### src/rtl/pmem_arbiter_n.sv
// Purpose: N-port arbiter onto one line-wide pmem port, fixed-priority or round-robin, with optional read merging.
// Latency: request in IDLE at t -> GRANT t+1 -> strobe from t+2 -> resp pulse the cycle after pmem_resp.
// Backpressure: one transaction outstanding; requesters hold req_* until their resp pulse, pmem_resp ends the access.
module pmem_arbiter_n #(
    parameter int NUM_PORTS   = 2,
    parameter int LINE_WIDTH  = 256,
    parameter int ADDR_WIDTH  = 32,
    parameter int ARB_MODE    = 0,
    parameter int MERGE_READS = 1
) (
    input  logic                             clk,
    input  logic                             reset,
    input  logic [NUM_PORTS-1:0]             req_read,
    input  logic [NUM_PORTS-1:0]             req_write,
    input  logic [NUM_PORTS*ADDR_WIDTH-1:0]  req_addr,
    input  logic [NUM_PORTS*LINE_WIDTH-1:0]  req_wdata,
    output logic [LINE_WIDTH-1:0]            req_rdata,
    output logic [NUM_PORTS-1:0]             req_resp,
    output logic                             pmem_read,
    output logic                             pmem_write,
    output logic [ADDR_WIDTH-1:0]            pmem_address,
    output logic [LINE_WIDTH-1:0]            pmem_wdata,
    input  logic                             pmem_resp,
    input  logic [LINE_WIDTH-1:0]            pmem_rdata
);

    localparam int OFS = $clog2(LINE_WIDTH / 8);
    localparam int IW  = (NUM_PORTS > 1) ? $clog2(NUM_PORTS) : 1;

    typedef enum logic [1:0] {IDLE, GRANT, ACCESS, FINISH} state_t;

    state_t                  state;
    state_t                  state_nxt;
    logic [NUM_PORTS-1:0]    requesting;
    logic [IW-1:0]           last_grant;
    logic [IW-1:0]           winner_q;
    logic [IW-1:0]           winner_c;
    logic                    winner_vld;
    logic                    op_write_q;
    logic [ADDR_WIDTH-1:0]   sel_addr;
    logic [LINE_WIDTH-1:0]   sel_wdata;
    logic                    sel_write;
    logic [NUM_PORTS-1:0]    merge_hit;

    assign requesting = req_read | req_write;

    // Winner search: later loop iterations overwrite earlier ones, so the
    // highest-priority candidate is visited last.
    always_comb begin
        winner_c   = '0;
        winner_vld = 1'b0;
        if (ARB_MODE == 0) begin
            for (int i = NUM_PORTS - 1; i >= 0; i--) begin
                if (requesting[i]) begin
                    winner_c   = IW'(i);
                    winner_vld = 1'b1;
                end
            end
        end else begin
            // Distance k=1 from last_grant is the most preferred, so walk k downward.
            for (int k = NUM_PORTS; k >= 1; k--) begin
                for (int i = 0; i < NUM_PORTS; i++) begin
                    if ((i == ((int'(last_grant) + k) % NUM_PORTS)) && requesting[i]) begin
                        winner_c   = IW'(i);
                        winner_vld = 1'b1;
                    end
                end
            end
        end
    end

    // Mux the winner's address, write line and op type; a write on the port wins over its read.
    always_comb begin
        sel_addr  = '0;
        sel_wdata = '0;
        sel_write = 1'b0;
        for (int i = 0; i < NUM_PORTS; i++) begin
            if (winner_c == IW'(i)) begin
                sel_addr  = req_addr[i*ADDR_WIDTH +: ADDR_WIDTH];
                sel_wdata = req_wdata[i*LINE_WIDTH +: LINE_WIDTH];
                sel_write = req_write[i];
            end
        end
    end

    // Pure readers of the latched line; ports that also assert write are excluded.
    always_comb begin
        merge_hit = '0;
        for (int j = 0; j < NUM_PORTS; j++) begin
            merge_hit[j] = req_read[j] && !req_write[j] &&
                (req_addr[j*ADDR_WIDTH+OFS +: ADDR_WIDTH-OFS] == pmem_address[ADDR_WIDTH-1:OFS]);
        end
    end

    // State register.
    always_ff @(posedge clk) begin
        if (reset) begin
            state <= IDLE;
        end else begin
            state <= state_nxt;
        end
    end

    // Next-state logic; GRANT falls back to IDLE if the requester vanished.
    always_comb begin
        state_nxt = state;
        case (state)
            IDLE:    if (|requesting) state_nxt = GRANT;
            GRANT:   state_nxt = winner_vld ? ACCESS : IDLE;
            ACCESS:  if (pmem_resp) state_nxt = FINISH;
            FINISH:  state_nxt = IDLE;
            default: state_nxt = IDLE;
        endcase
    end

    // Outputs: strobes during ACCESS, completion pulses during FINISH.
    always_comb begin
        pmem_read  = (state == ACCESS) && !op_write_q;
        pmem_write = (state == ACCESS) &&  op_write_q;
        req_resp   = '0;
        if (state == FINISH) begin
            for (int i = 0; i < NUM_PORTS; i++) begin
                req_resp[i] = (winner_q == IW'(i));
            end
            if ((MERGE_READS != 0) && !op_write_q) begin
                req_resp = req_resp | merge_hit;
            end
        end
    end

    // Transaction latch at GRANT and read-line capture at the end of ACCESS.
    always_ff @(posedge clk) begin
        if (reset) begin
            last_grant   <= IW'(NUM_PORTS - 1);
            winner_q     <= '0;
            op_write_q   <= 1'b0;
            pmem_address <= '0;
            pmem_wdata   <= '0;
            req_rdata    <= '0;
        end else begin
            if ((state == GRANT) && winner_vld) begin
                winner_q     <= winner_c;
                last_grant   <= winner_c;
                op_write_q   <= sel_write;
                pmem_address <= {sel_addr[ADDR_WIDTH-1:OFS], {OFS{1'b0}}};
                if (sel_write) begin
                    pmem_wdata <= sel_wdata;
                end
            end
            if ((state == ACCESS) && pmem_resp && !op_write_q) begin
                req_rdata <= pmem_rdata;
            end
        end
    end

endmodule
### config.mk
export PLATFORM = sky130hd
export DESIGN_NAME = pmem_arbiter_n
export DESIGN_NICKNAME = d
export VERILOG_FILES = /design/src/rtl/pmem_arbiter_n.sv
export SDC_FILE = /design/constraint.sdc
export NUM_CORES = 1
export LEC_CHECK = 0
export ABC_CLOCK_PERIOD_IN_PS = 2500
export CORE_AREA = 2 2 535 537
export CTS_CLUSTER_DIAMETER = 30
export DETAILED_ROUTE_END_ITERATION = 10
export DIE_AREA = 0 0 537 539
export PLACE_DENSITY = 0.36
export RECOVER_POWER = 50
export SYNTH_ARGS = -nofsm -noshare
export SYNTH_HDL_FRONTEND = slang
export SYNTH_SLANG_ARGS = --single-unit
### constraint.sdc
create_clock -name clk -period 2.5 [get_ports clk]
set_clock_uncertainty 0.15 [all_clocks]
set_input_delay 0.5 -clock clk [delete_from_list [all_inputs] [get_ports clk]]
set_output_delay 0.5 -clock clk [all_outputs]
set_load 0.1 [all_outputs]
; ---- Word level (Yosys, flattened, before mapping)
; Cells that the tools add are included.
[totals]
register_bits = 543
latch_bits = 0
ram_bits = 0
mem_bits_ro = 0
inputBits = 839
output_inout_bits = 548
word_cells = 44
n_memories = 0
[classes]
n_addsub = 0
multipliers = 0
div_mod_pow = 0
magnitude_cmp = 0
n_eq_ne = 7
shifts = 0
n_mux = 12
n_bitwise = 3
n_reduce_logical = 16
[ops]
columns = cell, n
row1 = $mux W256, 1
row2 = $eq A27 B27 Y1, 2
row3 = $mux W32, 1
row4 = $mux W2, 5
row5 = $logic_and A1 B1 Y1, 9
row6 = $pmux W2 S4, 1
row7 = $eq A2 B2 Y1 const B, 2
row8 = $mux W1, 4
row9 = $ne A2 B2 Y1 const B, 2
row10 = $or A2 B2 Y2, 2
row11 = $reduce_and A2 Y1, 2
row12 = $logic_not A1 Y1, 3
row13 = $eq A2 B1 Y1 const B, 1
row14 = $logic_not A2 Y1, 1
row15 = $reduce_or A2 Y1, 1
row16 = $not A1 Y1, 1

; ---- Longest topological paths before layout
[logic_depth]
depth_word = 6
mapped_depth = 7

; ---- Worst setup path before layout
; No wires, ideal clock.
[synth_timing]
path_kind = register to output
start = register pmem_address[19]
end = output port req_resp[1]
arrival_time_ns = 3.652
setup_slack_ns = -1.802
path_stages_with_launch = 5
n_path_buf = 0
cell_sequence = dfxtp_1 -> xor2_1 -> nor4_1 -> nand4_1 -> o21ai_0
[synth_between]
elab_chain_len = 5
[synth_rtl]
columns = element, line
row1 = from (decl), 21  ; output logic [ADDR_WIDTH-1:0] pmem_address,
row2 = from (signal assigned), 145  ; pmem_address <= {sel_addr[ADDR_WIDTH-1:OFS], {OFS{1'b0}}};
row3 = $eq A27 B27 Y1, 91  ; (req_addr[j*ADDR_WIDTH+OFS +: ADDR_WIDTH-OFS] == pmem_address[ADDR_WIDTH-1:OFS]);
row4 = $logic_and A1 B1 Y1, 90  ; merge_hit[j] = req_read[j] && !req_write[j] &&
row5 = $or A2 B2 Y2, 126  ; req_resp = req_resp | merge_hit;
row6 = $mux W2, 125  ; if ((MERGE_READS != 0) && !op_write_q) begin
row7 = $mux W2, 121  ; if (state == FINISH) begin
row8 = to (decl), 18  ; output logic [NUM_PORTS-1:0] req_resp,
; Every way passes these cells.

; ---- Final worst setup path
[layout_timing]
start = register pmem_address[15]
end = output port req_resp[0]
; Same word-level chain as after synthesis.

==> out/qor.csv <==
stage,metric,value,unit
worst_setup_path,"critical path fanouts, max",3,
drt,DRT antenna net count,0,
synthesis,Yosys cell types,30,
worst_setup_path,CP Class,register to output pin,
synthesis,fraction of registers with async set or reset after synthesis,0,%
status,status,"complete, but fails checks",
timing,unrepaired setup endpoints after global routing,yes,
worst_setup_path,Startpoint Class,register,
worst_setup_path,CP endpoint,req_resp[0],
synthesis,synth top area cells,"dfxtp_1, nand2_1, a311oi_1, a21oi_1, nor2_1",
clock_tree,Clock Latency Late Sink,0.82,ns
die,Die Width,537,um
drt,number of detailed-route iterations in the first pass,5,
timing,Max-slew headroom,40.83,%
clock_tree,CTS max path bufs,4,
final_layout,fill count,32229,
global_route,first-pass GRT wire length,262900,um
timing,final setup violating endpoints,230,
synthesis,sequential element share of the synthesized area,50.41,%
worst_setup_path,worst reg-to-reg path cell count,8,
clock_tree,clock root cell,clkbuf_16,
clock_tree,CTS tree,built,
worst_setup_path,Worst Path Required,1.85,ns
power,VDD IR max,500.5,uV
worst_setup_path,CP Capture Type,output pin,
final_layout,Final Instance Count excl. Fillers,8341,
final_layout,share of layout cells above drive strength 1,24.80,%
die,core area,284000,um^2
clock_tree,Clock transition at path regs,0.04,ns
worst_hold_path,hold_sp,pmem_rdata[216],
worst_setup_path,CP peak stage delay,0.38,ns
timing,Setup WS post-layout,-0.8214,ns
die,Initial Utilization,7.594,%
run,Max-Cap Viols,0,
worst_setup_path,WP buf/inv,3,
power,Net Sw Power,0.01423,W
worst_setup_path,"Cell Chain, Critical Path","buf_4, xor2_1, nor4_2, buf_4, nand4_1, o22ai_4, buf_12",
die,Die Area,289400,um^2
global_route,vias in the first global route,28014,
power,Cell Pwr Density,932.7,nW/um^2
drt,DRC marker count from the first detailed-route iteration,1440,
synthesis,Synth Instances,2792,
worst_setup_path,CP max-delay cell,nor4_2,
power,Comb pwr share,21.6,%
final_layout,Register Area,10920,um^2
final_layout,Nets,5233,
drt,DR vias/cell,3.336,
die,Die Span Y,539,um
timing,actual slew at the worst max-slew pin,0.8875,ns
power,sw frac,32.81,%
final_layout,Multi-input gate area,9887,um^2
global_route,initial antenna violation count,177,
synthesis,Synth Register Bits,543,
final_layout,Util after Layout,16.38,%
synthesis,YS warnings,0,
timing,fin. max-slew vios,0,
worst_setup_path,crit-path most repeated cell,buf_4,
synthesis,"area leader, netlist",dfxtp_1,
worst_setup_path,Critical path origin,pmem_address[15],
global_route,grt ovf,0,
synthesis,Main synth FF type,dfxtp_1,
die,row cnt,196,
clock_tree,Num Clock Sinks,543,
timing,Hold WS,0.09720,ns
power,PnR Total Power,0.04338,W
synthesis,post-synthesis cell area,21560,um^2
clock_tree,H-Tree Depth,4,
worst_setup_path,cell family with most CP delay,buffers and inverters,
synthesis,most frequent cell after synthesis,nand2_1,
global_route,gr usage total,13.55,%
placed_design,PortBufs,1371,
status,failing checks,negative setup slack,
worst_setup_path,"Arr. time, crit path",2.67,ns
worst_setup_path,FF-to-FF End,pmem_wdata[210],
drt,DRC errors left,0,
timing,fin crit period,3.321,ns
power,Internal Pwr Total,0.02915,W
drt,via count,27822,
placed_design,DP HPWL,175800,um
drt,post-DR wirelength/cell,24.64,um
power,clock share of power,55.9,%
worst_hold_path,HP Class,input pin to register,
placed_design,routability cong.,0.9083,
final_layout,layout overhead on the synthesized area,115.7,%
global_route,pin count of the biggest net entering global routing,63,
synthesis,Synth top area share,50.41,%
timing,setup TNS,-46.01,ns
synthesis,number of enable flip-flop cells after synthesis,0,
power,part of the power in registers,22.5,%
worst_setup_path,internal reg-to-reg setup slack,-0.12,ns
timing,final worst-path cycle share,132.9,%
timing,Max Freq,301.1,MHz
die,IO Count,1387,
synthesis,synth cell count leaders,"nand2_1, dfxtp_1, nor2_1",
clock_tree,CTS Buf Count,192,
drt,final wirelength,205500,um
power,leakage dissipation,17.85,nW
placed_design,cell count after placement,7899,
synthesis,Syn Area/Cell,7.724,um^2
worst_setup_path,Levels on crit path,7,
timing,Final Hold Vio Count,0,
## logic make-up after synthesis
family / share of synthesized area, %
buf+inv: 4.897
mux: 0.09284
flops: 50.41
compound gates: 17.64
other cells: 0.01739
simple gates: 24.75
xor+xnor: 2.193
## sequential cells by signal (all words and copies together), names as in the netlist, named ones only
name,cells
pmem_wdata,256
req_rdata,256
pmem_address,27
op_write_q,1
state,1
winner_q,1
## power by group through the flow
stage / Combinational [W] / Sequential, W / Clock (W)
2_1_floorplan: 0.00162 / 0.0138 / 0
3_3_place_gp: 0.00952 / 0.00989 / 0
3_5_place_dp: 0.00952 / 0.00990 / 0
4_1_cts: 0.00968 / 0.00977 / 0.0248
5_1_grt: 0.00983 / 0.00983 / 0.0253
6_report: 0.00939 / 0.00977 / 0.0242
## stage by stage
step | setup WS, ns | area, um^2
5_1_grt | -0.9409 | 46440
6_report | -0.8214 | 46510
4_1_cts | -0.9605 | 47160
3_5_place_dp | -1.158 | 39800
3_3_place_gp | -1.178 | 39800
2_1_floorplan | 0.008000 | 21640
## area by class of cell
cell class,instances,share of cell area (%)
inverters,2,0.01614
repair buffers,1649,30.76
multi-input cells,2006,21.26
well taps,3762,10.12
diodes,35,0.1883
flip-flops and latches,543,23.47
clock inverters,67,2.085
clock buffers,277,12.11
## placed cells by master, fill, tap and decap left out, drive strengths merged
cell type / count
or4: 1
nor4: 12
nor2: 288
o21ai: 2
nand3b: 1
clkbuf: 572
nand3: 1
buf: 470
clkinvlp: 4
nand2b: 4
nor3b: 2
a311oi: 283
a21oi: 260
diode: 35
nand2: 1080
dfxtp: 543
xnor2: 1
clkdlybuf4s50: 826
inv: 6
nand4: 4
nor3: 4
and3: 1
and2: 1
dlygate4sd3: 58
clkinv: 42
o22ai: 1
bufinv: 17
xor2: 53
conb: 5
mux2i: 2
## tightest hold or removal path: stages
cell             delay, ns
clkdlybuf4s50_1       0.40
nand2_1               0.07
a21oi_1               0.05
## timing repair
| action | CTS | global route |
|---|---|---|
| hold buffers | 57 | 0 |
| buffers inserted | 6 | 2 |
| resized for setup | 26 | 13 |
| endpoints found under the setup margin | 6 | 4 |
| pin swaps | 13 | 8 |
| endpoints found under the hold margin | 60 | 0 |
| cloned | 0 | 0 |
## per-layer routing
metal	vias to the layer above	wire, um	track usage [%]
met3	470	26570	7.523
met4	120	6107	3.646
met1	12980	75140	14.30
li1	12764	-	-
met5	-	789	0
met2	1488	96890	23.04
## how the worst min path moves through the flow
stage	end	cells past startpoint
4_1_cts	req_rdata[151]	3
5_1_grt	req_rdata[151]	3
2_1_floorplan	winner_q	2
6_report	req_rdata[216]	3
3_3_place_gp	req_rdata[182]	2
3_5_place_dp	req_rdata[207]	2
(Power assumes the default switching activity.)
